**src/rtl/pll_mdrp_pkg.sv**
```systemverilog
// Shared definitions for the PLL MDRP responder: opcodes and FSM/last-op encodings.
package pll_mdrp_pkg;

    localparam logic [1:0] MDOPC_NOP = 2'b00;
    localparam logic [1:0] MDOPC_WR  = 2'b01;
    localparam logic [1:0] MDOPC_RD  = 2'b10;
    localparam logic [1:0] MDOPC_RSV = 2'b11;

    typedef enum logic [1:0] {
        IDLE    = 2'd0,
        WR_DATA = 2'd1,
        RD_DATA = 2'd2
    } mdrp_state_t;

    typedef enum logic [1:0] {
        NONE = 2'd0,
        WR   = 2'd1,
        RD   = 2'd2
    } last_op_t;

endpackage

```
**src/rtl/pll_lock_emu.sv**
```systemverilog
// Emulated PLL lock: a saturating settle counter that restarts on any clear
// event and raises lock LOCK_CYCLES clocks after the last clear.
module pll_lock_emu #(
    parameter int LOCK_CYCLES = 200
) (
    input  logic clk_i,
    input  logic rst_ni,
    input  logic clr_i,
    output logic lock_o
);

    localparam logic [15:0] LOCK_LAST = 16'(LOCK_CYCLES - 1);
    localparam logic [15:0] CNT_MAX   = 16'hFFFF;

    logic [15:0] cnt_q, cnt_d;
    logic        lock_q, lock_d;

    // Next-state: clear wins; otherwise count up (saturating) and latch lock at the threshold.
    always_comb begin
        cnt_d  = cnt_q;
        lock_d = lock_q;
        if (clr_i) begin
            cnt_d  = '0;
            lock_d = 1'b0;
        end else begin
            if (cnt_q != CNT_MAX) begin
                cnt_d = cnt_q + 16'd1;
            end
            if (cnt_q >= LOCK_LAST) begin
                lock_d = 1'b1;
            end
        end
    end

    // Counter and lock registers; reset leaves the model unlocked with a fresh count.
    always_ff @(posedge clk_i or negedge rst_ni) begin
        if (!rst_ni) begin
            cnt_q  <= '0;
            lock_q <= 1'b0;
        end else begin
            cnt_q  <= cnt_d;
            lock_q <= lock_d;
        end
    end

    assign lock_o = lock_q;

endmodule

```
**src/rtl/pll_mdrp_responder.sv**
```systemverilog
// Responder side of the PLL MDRP bus: command decode, 8-bit register file,
// registered read data, sticky protocol-error flag and emulated lock.
module pll_mdrp_responder
    import pll_mdrp_pkg::*;
#(
    parameter int ADDR_W      = 5,
    parameter int LOCK_CYCLES = 200
) (
    input  logic       mdclk,
    input  logic       reset_n,
    input  logic       pll_rst,
    input  logic [1:0] mdopc,
    input  logic       mdainc,
    input  logic [7:0] mdwdi,
    output logic [7:0] mdrdo,
    output logic       lock,
    output logic       proto_err
);

    localparam int                DEPTH    = 1 << ADDR_W;
    localparam logic [ADDR_W-1:0] ADDR_ONE = ADDR_W'(1);

    mdrp_state_t       state_q;
    last_op_t          last_op_q;
    logic [ADDR_W-1:0] addr_q;
    logic [7:0]        mdrdo_q;
    logic              proto_err_q;
    logic [7:0]        regs_q [DEPTH];
    logic              wr_commit;
    logic              lock_clr;

    // A write commits in the data cycle whatever the opcode says.
    assign wr_commit = (state_q == WR_DATA);
    assign lock_clr  = pll_rst | wr_commit;

    // Command decoder FSM with registered read data and sticky error flag.
    always_ff @(posedge mdclk or negedge reset_n) begin
        if (!reset_n) begin
            state_q     <= IDLE;
            last_op_q   <= NONE;
            addr_q      <= '0;
            mdrdo_q     <= 8'h00;
            proto_err_q <= 1'b0;
        end else begin
            case (state_q)
                IDLE: begin
                    case (mdopc)
                        MDOPC_WR: begin
                            addr_q    <= mdwdi[ADDR_W-1:0];
                            last_op_q <= WR;
                            state_q   <= WR_DATA;
                        end
                        MDOPC_RD: begin
                            addr_q    <= mdwdi[ADDR_W-1:0];
                            last_op_q <= RD;
                            state_q   <= RD_DATA;
                        end
                        MDOPC_RSV: begin
                            proto_err_q <= 1'b1;
                        end
                        default: begin
                            // Increment-and-repeat only makes sense once an op has been seen.
                            if (mdainc && (last_op_q != NONE)) begin
                                addr_q  <= addr_q + ADDR_ONE;
                                state_q <= (last_op_q == WR) ? WR_DATA : RD_DATA;
                            end
                        end
                    endcase
                end
                WR_DATA: begin
                    if (mdopc != MDOPC_NOP) begin
                        proto_err_q <= 1'b1;
                    end
                    state_q <= IDLE;
                end
                RD_DATA: begin
                    mdrdo_q <= regs_q[addr_q];
                    if (mdopc != MDOPC_NOP) begin
                        proto_err_q <= 1'b1;
                    end
                    state_q <= IDLE;
                end
                default: begin
                    state_q <= IDLE;
                end
            endcase
        end
    end

    // Register file; async reset clears every entry so an aborted write leaves nothing behind.
    always_ff @(posedge mdclk or negedge reset_n) begin
        if (!reset_n) begin
            for (int i = 0; i < DEPTH; i++) begin
                regs_q[i] <= 8'h00;
            end
        end else if (wr_commit) begin
            regs_q[addr_q] <= mdwdi;
        end
    end

    pll_lock_emu #(
        .LOCK_CYCLES(LOCK_CYCLES)
    ) u_lock (
        .clk_i  (mdclk),
        .rst_ni (reset_n),
        .clr_i  (lock_clr),
        .lock_o (lock)
    );

    assign mdrdo     = mdrdo_q;
    assign proto_err = proto_err_q;

endmodule

```
**config.mk**
```make
export PLATFORM = sky130hd
export DESIGN_NAME = pll_mdrp_responder
export DESIGN_NICKNAME = d
export VERILOG_FILES = /design/src/rtl/pll_mdrp_pkg.sv /design/src/rtl/pll_lock_emu.sv /design/src/rtl/pll_mdrp_responder.sv
export SDC_FILE = /design/constraint.sdc
export NUM_CORES = 1
export LEC_CHECK = 0
export ABC_CLOCK_PERIOD_IN_PS = 2600
export CAP_MARGIN = 30
export CORE_MARGIN = 2
export CORE_UTILIZATION = 45
export DETAILED_ROUTE_END_ITERATION = 10
export PLACE_DENSITY = 0.58
export SKIP_LAST_GASP = 1
export SYNTH_ARGS = -nofsm -noshare
export SYNTH_HDL_FRONTEND = slang
export SYNTH_SLANG_ARGS = --single-unit
```
**constraint.sdc**
```tcl
create_clock -name mdclk -period 2.6 [get_ports mdclk]
set_input_delay 0.65 -clock mdclk [delete_from_list [all_inputs] [get_ports mdclk]]
set_output_delay 0.65 -clock mdclk [all_outputs]
set_load 0.02 [all_outputs]
```
Yosys cells after proc, flatten, opt, wreduce, memory -nomap -nowiden:

Index checks and enable logic that the tools add are counted.

* logic and storage cells: 94
* bits of input ports: 14
* output and inout port bits: 10
* bits in registers: 291

* $add $sub $neg: 2
* eq/ne operators: 11
* magnitude comparators: 3
* muxes and demuxes: 20
* bitwise logic cells: 3
* reduce and logical (&&, ||, !) cells: 16

Operators by type and width (count)
* bitwise mux 256 bit: 1
* binary-select mux 8 bit (select 5 bit): 1
* demux 8 bit (select 5 bit): 1
* two-way mux 16 bit: 2
* two-way mux 8 bit: 3
* adder 16 x 1 -> 16 bit, second input constant: 1
* greater-or-equal comparator 16 x 8 -> 1 bit, second input constant: 1
* != test 16 bit, second input constant: 1
* nonzero test 2 bit: 7
* one-hot mux 5 bit (2 select lines): 1
* equality test 2 x 1 -> 1 bit, second input constant: 3
* equality test 2 bit, second input constant: 3
* greater-or-equal comparator 6 bit, second input constant: 1
* < comparator 6 x 1 -> 1 bit, second input constant: 1
* two-way mux 2 bit: 3
* NOT 5 -> 6 bit: 1
* one-hot mux 2 bit (3 select lines): 1
* AND reduction 3 bit: 2
* adder 5 x 1 -> 5 bit, second input constant: 1
* two-way mux 5 bit: 1
* two-way mux 1 bit: 4
* != test 2 x 1 -> 1 bit, second input constant: 2
* != test 4 x 2 -> 1 bit, second input constant: 1
* one-hot mux 2 bit (2 select lines): 1
* 8 further kinds: 11

Longest topological paths before layout:

Gate-level depths: netlist of the first run.

* depth in word-level cells: 6
* depth in mapped cells: 9
* mapped depth without buffers: 6

Hierarchy:

Synthesis of the first run repeated with hierarchy kept, for this count alone.

* cells, all modules: 1027
* area, all modules: 14088.5 µm²

Modules (own cells, without submodules)
* pll_mdrp_responder: sequential area each 6856.6 µm², cells an instance 924, area each 13053.8 µm², instances 1
* pll_lock_emu: sequential area each 425.4 µm², cells an instance 103, area each 1034.7 µm², instances 1

Worst setup path before layout of the first run:

Ideal clock, no wire load.

* path kind: register -> register
* from: register addr_q[0]
* to: register regs_q[15] (netlist bit)
* arrival: 2.154 ns
* slack: 0.322 ns
* stages on the path, launching flop included: 9
* path buffers: 3
* required time: 2.475 ns
* setup time: 0.125 ns
* clock period less this slack: 2.278 ns
* path through: dfrtp_1 buf_6 buf_12 buf_6 inv_1 ha_1 nand2_2 nor2_2 mux2_2

* word-level cells in the longest chain between the ends: 6
* elaborated cells on any way between the ends: 7
* those cells by class: order compare: 2; mux: 3; bitwise: 1; reduce/logical: 1

RTL lines
* start, declared: line pll_mdrp_responder.sv:25 `logic [ADDR_W-1:0] addr_q;`
* start signal, assigned: line pll_mdrp_responder.sv:49 `addr_q <= mdwdi[ADDR_W-1:0];`
* start signal, assigned: line pll_mdrp_responder.sv:54 `addr_q <= mdwdi[ADDR_W-1:0];`
* start signal, assigned: line pll_mdrp_responder.sv:64 `addr_q <= addr_q + ADDR_ONE;`
* NOT 5 -> 6 bit (not written as such) *: line pll_mdrp_responder.sv:97 `regs_q[addr_q] <= mdwdi;`
* greater-or-equal comparator 6 bit (not written as such) or < comparator 6 x 1 -> 1 bit (tied branches): line pll_mdrp_responder.sv:97
* logical AND 1 bit (not written as such): line pll_mdrp_responder.sv:97
* two-way mux 8 bit (not written as such): line pll_mdrp_responder.sv:97
* demux 8 bit (select 5 bit) *: line pll_mdrp_responder.sv:97
* bitwise mux 256 bit *: line pll_mdrp_responder.sv:97
* end signal, assigned by index: line pll_mdrp_responder.sv:97
* end, declared: line pll_mdrp_responder.sv:28 `logic [7:0] regs_q [DEPTH];`

Mark *: on every way between the ends. The rest lies on a longest branch, timed or not.
A chain may end at the register's enable or synchronous reset.

Worst setup path in the final report of the first run:

* from: register state_q[1]
* to: register regs_q[90] (netlist bit)

* word-level cells in the longest chain between the ends: 1

RTL lines
* start, declared: line pll_mdrp_responder.sv:23 `mdrp_state_t state_q;`
* start signal, assigned: line pll_mdrp_responder.sv:65 `state_q <= (last_op_q == WR) ? WR_DATA : RD_DATA;`
* equality test 2 x 1 -> 1 bit: line pll_mdrp_responder.sv:33 `assign wr_commit = (state_q == WR_DATA);`

No other way between the ends.

==> results of run 1 <==
==> power groups by stage <==
stage | registers, mW | clock network [mW] | logic (mW)
floorplan | 6.82 | 0 | 4.41
global placement | 7.07 | 0 | 5.71
detailed placement | 7.10 | 0 | 5.79
CTS | 7.04 | 4.60 | 5.82
global route | 7.26 | 4.80 | 6.21
finish | 7.03 | 4.48 | 5.74
==> state kept, by name, summed over array words and instances, names as in the netlist <==
| signal | flops |
|---|---|
| addr_q | 5 |
| last_op_q | 2 |
| mdrdo | 8 |
| proto_err | 1 |
| regs_q | 256 |
| state_q | 2 |
| u_lock.cnt_q | 16 |
| u_lock.lock_o | 1 |
==> cells by family after synthesis <==
group | share of synthesized area
mux | 0.314
flops | 0.523
simple gates | 0.0704
compound gates | 0.0524
buf+inv | 0.0286
fa+ha+maj | 0.0117
xor+xnor | 0.000629
==> through the flow <==
step | instances | util | hold slack, ns | power, mW
floorplan | 940 | - | 0.354 | 11.2
finish | 1399 | 0.518 | 0.0293 | 17.3
CTS | 1399 | 0.518 | 0.0386 | 17.5
detailed placement | 1346 | 0.484 | 0.461 | 12.9
global route | 1399 | 0.518 | 0.0390 | 18.3
global placement | 1346 | 0.484 | 0.459 | 12.8
==> cells in the mapped netlist (all sizes together), types with 13 or more instances <==
| master | count |
|---|---|
| a21oi | 14 |
| a22oi | 38 |
| buf | 32 |
| clkbuf | 29 |
| dfrtp | 291 |
| ha | 13 |
| inv | 13 |
| mux2 | 258 |
| mux2i | 20 |
| mux4 | 56 |
| nand2 | 22 |
| nor2 | 51 |
| o21ai | 13 |
==> metal layers <==
metal | GRT usage | vias up
li1 | - | 3606
met1 | 0.297 | 4359
met2 | 0.317 | 146
met3 | 0.0411 | 49
met4 | 0.0572 | 0
met5 | 0 | -
==> final cells by class <==
type                    instances  share of cell area
repair buffers                 71              0.0432
multi-input cells             575               0.396
well taps                     396              0.0314
clock inverters                 4             0.00127
inverters                      13             0.00309
clock buffers                  49              0.0640
flip-flops and latches        291               0.461
==> cells in the final DEF, fill, tap and decap left out, types with 5 or more instances in the layout <==
| cell | instances |
|---|---|
| mux2_1 | 5 |
| mux2_2 | 252 |
| nor3_1 | 6 |
| clkdlybuf4s50_1 | 22 |
| a41oi_1 | 7 |
| o21ai_0 | 13 |
| nor2_2 | 12 |
| nand3_1 | 8 |
| mux4_2 | 56 |
| buf_12 | 7 |
| or3_1 | 9 |
| a21oi_1 | 14 |
| buf_4 | 41 |
| ha_1 | 13 |
| nand2_2 | 5 |
| a22oi_1 | 38 |
| nor2_1 | 19 |
| a211oi_1 | 5 |
| nor2_8 | 16 |
| inv_1 | 12 |
| nand4_1 | 6 |
| clkbuf_16 | 37 |
| nand2_1 | 16 |
| clkbuf_1 | 8 |
| and3_1 | 7 |
| dfrtp_1 | 289 |
| mux2i_1 | 20 |
==> worst max path at each step <==
stage                     startpoint         end  slack (ns)
after detailed placement    mdopc[0]   addr_q[2]        0.09
after global placement      mdopc[0]   addr_q[2]        0.17
after floorplan            addr_q[0]  regs_q[15]        0.32
final                     state_q[1]  regs_q[90]        0.23
after global routing      state_q[1]  regs_q[89]        0.08
after CTS                 state_q[1]  regs_q[90]        0.23
==> out/qor.csv, run 1 <==
metric,value,unit
ys_warn_count,0,
wl_met2,15.2,mm
slew_headroom,0.523,
crit_type,reg -> reg,
p_switching,5.41,mW
outcome,completed,
design.die.area,32400,um^2
synth_flop_cell,dfrtp_1,
drt-met1-wl,15.0,mm
postCtsSetupBuffers,0,
ys_async_sr_fraction,1.00,
period_share,0.911,
seq_area,7290,um^2
nets,1013,
drt_wl_total,32.3,mm
synth_edf_count,0,
drt_first_pass_iters,5,
clock_latency,0.51,ns
cts.sinks,291,
rsz0062_at_grt,no,
clk_pin_slew,0.06,ns
maxCapViolCount,0,
synth-seq-area-share,0.523,
ir_drop,643,uV
core.rowCount,64,
cts_buffers,34,
yosysTopAreaCellShare,0.523,
worst_setup_path_start_kind,flop,
combPwrFrac,0.333,
syn_inst,940,
internal-power,11.8,mW
die_h,180,um
p_per_area,1090,nW/um^2
crit_cells,5,
power_leakage,7.41,nW
critPathCaptureType,flop,
drt-initial-drc-count,522,
gr-total-overflow,0,
finalSetupViolCount,0,
synthToLayoutAreaGrowth,13.4,%
final_area,15800,um^2
netlist_top_cells_area,"dfrtp_1, mux2_2, mux4_2, nor2_8, a22oi_1",
post-route-drc-count,0,
avgSynthCellArea,14.8,um^2
vias,8160,
syn-num-nets,967,
route.met3.wl,1.46,mm
layout_min_cycle_time,2.37,ns
top_layer_used,met4,
min_path_type,in -> async,
placed_area,14800,um^2
port_buffers,23,
postCtsHoldBufs,0,
die_x,180,um
cp_num_buf_inv,1,
layout-drive-gt1-share,0.452,
worstPathMaxFanout,8,
synth_top_cell_by_area,dfrtp_1,
fillerInstances,2557,
timing.rr.start,state_q[1],
antenna_found_initial,0,
swShare,0.314,
tns,0,ns
cts-root-buf,clkbuf_16,
r2r_slack,0.23,ns
sequentialPowerShare,0.408,
hold_violations,0,
grt_pass1_wl,51.6,mm
setup_slack,0.232,ns
crit_path_max_incr_delay,0.51,ns
grt_pass1_vias,8421,
num_antenna_cells,0,
htreeDepth,2,
max_freq,0.422,GHz
place_congestion,0.756,
initial_core_util,0.457,
cts_tree,built,
crit_chain,inv_1 > ha_1 > nand2_2 > nor2_2 > mux2_2,
slew_violations,0,
worst_pin_slew,0.716,ns
syn-cell-area,13900,um^2
ctsResizeCount,0,
worstRegToRegCells,5,
cp_slowest_cell,nor2_2,
place_hpwl,20.4,mm
ys_ff_latch,291,
detail_route.vias_per_cell,5.83,
wl_per_cell,23.1,um
path_delay_family,simple AND/OR/NAND/NOR gates,
required,2.99,ns
pwr-share-clk,0.260,
core-area,30500,um^2
grt_use_total,0.205,
arrival,2.75,ns
multiInputGateArea,6250,um^2
yosys.cell_types.count,61,
fin_worst_skew,0.00875,ns
grt_max_degree,75,
clockBufferDepth,3,
r2r-end,regs_q[90],
io_pins,24,
drtAntennaViolNets,0,
dp_slack,0.0939,ns
Power figures use the tool's default switching activity.
==> run 2, diff against run 1 <==
ABC_CLOCK_PERIOD_IN_PS = 2200   (was 2600)
clock period = 2.2 ns   (was 2.6 ns; I/O delays follow)
==> out/qor.csv, run 2 (same netlist as run 1, synthesis figures left out) <==
metric,value,unit
dp_cells,1368,
stdcell_count,1432,
worst_setup_path_start_kind,flop,
layout-drive-gt1-share,0.465,
cp_slowest_cell,clkdlybuf4s50_1,
place_hpwl,20.7,mm
regMostFlops,regs_q,
cts_buffers,35,
postCtsSetupBuffers,0,
finalSetupViolCount,0,
seq_area,7290,um^2
rsz0062_at_grt,no,
dp_slack,-0.141,ns
initial_core_util,0.457,
crit_chain,clkdlybuf4s50_1,
fillerInstances,2517,
power_leakage,7.64,nW
die_x,180,um
max_freq,0.470,GHz
outcome,completed,
drt_wl_total,32.2,mm
core.rowCount,64,
tns,0,ns
num_antenna_cells,0,
grt_pass1_wl,52.0,mm
wl_per_cell,22.5,um
cts-root-buf,clkbuf_16,
multiInputGateArea,6260,um^2
critPathCaptureType,output port,
place_congestion,0.772,
drtAntennaViolNets,0,
io_pins,24,
drt_first_pass_iters,5,
path_delay_family,buffers and inverters,
p_per_area,1280,nW/um^2
layout_min_cycle_time,2.13,ns
arrival,1.58,ns
largest_reg_flops,256,
grt_pass1_vias,8594,
vias,8182,
cts_tree,built,
ir_drop,517,uV
core-area,30500,um^2
layout_commonest_cell,dfrtp_1,
slew_violations,0,
worstPathMaxFanout,2,
min_path_type,reg -> reg,
mostFrequentLayoutCells,"dfrtp_1, mux2_2, mux4_2, buf_4, a22oi_1",
post-route-util,0.535,
design.die.area,32400,um^2
clk_pin_slew,0.06,ns
synthToLayoutAreaGrowth,17.2,%
slew_headroom,0.642,
detail_route.vias_per_cell,5.71,
htreeDepth,2,
grt_max_degree,52,
clock_latency,0.51,ns
fin_worst_skew,0.0106,ns
drt-initial-drc-count,418,
setup_slack,0.0721,ns
grt_use_total,0.205,
antenna_found_initial,0,
required,1.65,ns
gr-total-overflow,0,
port_buffers,23,
post-route-drc-count,0,
period_share,0.967,
hold_violations,0,
crit_path_max_incr_delay,0.64,ns
die_h,180,um
crit_type,reg -> out,
worst_pin_slew,0.535,ns
maxCapViolCount,0,
r2r_slack,0.12,ns
clockBufferDepth,3,
nets,1037,
cts.sinks,291,
cp_num_buf_inv,1,
## run 2: cell count changes in the layout (fill, tap and decap cells not counted), sizes merged
cell,change
clkbuf,+4
bufinv,+1
dlygate4sd3,+1
inv,+4
clkinv,-1
clkinvlp,+2
buf,+22
## run 2: per-stage QoR
step | instance area, um^2 | hold slack [ns] | power [mW]
after global placement | 15200 | 0.460 | 15.2
after CTS | 16300 | 0.478 | 21.1
after floorplan | 13900 | 0.254 | 13.3
after detailed placement | 15200 | 0.461 | 15.4
after global routing | 16300 | 0.488 | 22.0
final | 16300 | 0.469 | 20.8
## run 2: per-layer routing
metal,wire length (um),up-vias,track usage,part of all wire
met5,0,-,0,0
met4,612,0,0.0494,0.019
met3,1190,37,0.0292,0.037
met2,15100,137,0.320,0.47
met1,15300,4321,0.305,0.48
li1,-,3687,-,-
## run 2: power by group
| part | internal (mW) | switching, mW |
|---|---|---|
| Clock | 3.32 | 2.26 |
| Combinational | 3.72 | 3.19 |
| Sequential | 7.26 | 1.08 |
| Total | 14.3 | 6.53 |
## run 2: area by class of cell
| cell class | count | share of cell area |
|---|---|---|
| clock inverter | 10 | 0.00583 |
| clock buffer | 53 | 0.0621 |
| multi-input combinational | 575 | 0.384 |
| inverter | 13 | 0.00299 |
| tap | 396 | 0.0304 |
| sequential | 291 | 0.446 |
| timing repair buffer | 94 | 0.0687 |
## run 2: final timing paths
path | start | to | depth (start not counted)
min in group asynchronous | reset_n | u_lock.cnt_q[1] | 2
max in group asynchronous | reset_n | regs_q[81] | 3
setup reg to reg | addr_q[3] | regs_q[164] | 5
setup / recovery | mdrdo[6] | mdrdo[6] | 1
hold reg to reg | proto_err | proto_err | 1
hold / removal | proto_err | proto_err | 1
## run 2: repair_timing
action / in CTS / in global routing
hold endpoints to repair: 42 / 0
resized for setup: 0 / 1
hold buffers: 1 / 0
endpoints found under the setup margin: 0 / 3
==> run 3, diff against run 2 <==
ABC_CLOCK_PERIOD_IN_PS = 1800   (was 2200)
PLACE_DENSITY = 0.6   (was 0.58)
clock period = 1.8 ns   (was 2.2 ns; I/O delays follow)
==> out/qor.csv, run 3 (same netlist as run 1, synthesis figures left out) <==
metric,value,unit
core.rowCount,64,
power_leakage,8.36,nW
cts.sinks,291,
slew_violations,0,
worst_pin_slew,0.483,ns
ir_drop,693,uV
die_h,180,um
nets,1114,
clock_latency,0.50,ns
grt_pass1_wl,52.8,mm
cts_buffers,35,
dp_slack,-0.424,ns
fillerInstances,2369,
port_buffers,23,
io_pins,24,
required,2.16,ns
hold_violations,0,
htreeDepth,2,
place_congestion,0.789,
max_freq,0.504,GHz
critPathCaptureType,flop,
die_x,180,um
grt_pass1_vias,9036,
maxCapViolCount,0,
design.die.area,32400,um^2
cts_tree,built,
arrival,2.35,ns
worstPathMaxFanout,6,
post-route-drc-count,0,
initial_core_util,0.457,
gr-total-overflow,0,
drt_wl_total,34.3,mm
grt_max_degree,61,
outcome,finished with violations,
largest_reg_flops,256,
cts-root-buf,clkbuf_16,
mostFrequentLayoutCells,"dfrtp_1, mux2_4, mux2_2, buf_4, mux4_2",
grt_use_total,0.208,
num_antenna_cells,0,
layout-drive-gt1-share,0.545,
slew_headroom,0.678,
rsz0062_at_grt,yes,
setup_slack,-0.182,ns
dp_cells,1428,
min_path_type,in -> async,
synthToLayoutAreaGrowth,29.1,%
fin_worst_skew,0.00924,ns
antenna_found_initial,0,
drtAntennaViolNets,0,
drt-initial-drc-count,419,
place_hpwl,21.6,mm
clockBufferDepth,3,
detail_route.vias_per_cell,5.64,
violations,setup timing,
finalSetupViolCount,261,
worst_setup_path_start_kind,flop,
stdcell_count,1507,
crit_type,reg -> reg,
clk_pin_slew,0.06,ns
wl_per_cell,22.8,um
vias,8505,
period_share,1.10,
core-area,30500,um^2
drt_first_pass_iters,4,
layout_commonest_cell,dfrtp_1,
layout_min_cycle_time,1.98,ns
p_per_area,1590,nW/um^2
regMostFlops,regs_q,
[run 3: cell types whose count changed in the layout (fill, tap and decap cells not counted), moves of 10 or more]
cell             before  now
nor2_4                5   16
dlygate4sd2_1         0   10
mux2_4                1  138
a22oi_1              38   14
clkdlybuf4s50_1      22   12
a22oi_2               0   24
buf_4                42  104
mux2_2              252  117
nor2_2               11    0
[run 3: critical path, cell delays in order (launching register included)]
cell	delay (ns)
dfrtp_4	0.52
buf_12	0.17
buf_12	0.13
clkbuf_16	0.16
mux4_2	0.47
a22oi_2	0.14
buf_4	0.15
a41oi_2	0.10
[run 3: path summary, 6_finish.rpt]
kind / startpoint / end / slack, ns / cells past startpoint
max: addr_q[0] / mdrdo[5] / -0.18 / 7
min: reset_n / regs_q[145] / 0.44 / 2
max reg2reg: addr_q[0] / mdrdo[5] / -0.18 / 7
min reg2reg: proto_err / proto_err / 0.47 / 1
max in group asynchronous: reset_n / regs_q[158] / 0.68 / 3
min in group mdclk: proto_err / proto_err / 0.47 / 1
[run 3: cell type report]
| type | instances | area, um^2 | share of cell area |
|---|---|---|---|
| clock buffer | 55 | 1110 | 0.0619 |
| clock inverter | 6 | 83.8 | 0.00466 |
| inverter | 13 | 55.1 | 0.00306 |
| multi-input combinational | 575 | 7100 | 0.395 |
| sequential | 291 | 7290 | 0.405 |
| tap | 396 | 495 | 0.0276 |
| timing repair buffer | 171 | 1850 | 0.103 |
[run 3: layer usage]
layer	GRT usage	part of all wire	wire length, um	vias up
li1	-	-	-	3815
met1	0.294	0.45	15600	4497
met2	0.336	0.48	16500	143
met3	0.0371	0.044	1510	50
met4	0.0524	0.020	703	0
met5	0	0	0	-
[run 3: report_power, final]
group | leakage, nW | internal (mW) | switching, mW | total, mW
registers | 3.89 | 8.89 | 1.39 | 10.3
clock network | 0.594 | 4.52 | 2.73 | 7.25
logic | 3.87 | 6.35 | 4.71 | 11.1
total | 8.36 | 19.8 | 8.83 | 28.6
[run 3: stage by stage]
step	area [um^2]	hold slack, ns	power (mW)	util	TNS (ns)
after global placement	16000	0.381	20.0	0.525	-21.95
after global routing	18000	0.479	30.1	0.589	-27.79
after detailed placement	16000	0.383	20.2	0.525	-22.76
after CTS	17300	0.448	27.6	0.566	-22.42
final	18000	0.437	28.6	0.589	-18.17
after floorplan	14300	0.154	16.9	-	-27.87
[run 3: repair_timing]
item	CTS	global route
pin swaps	3	28
endpoints found under the hold margin	34	0
gates cloned	0	3
setup endpoints to repair	277	271
hold buffers	1	0
resized for setup	17	129
buffers inserted	2	14
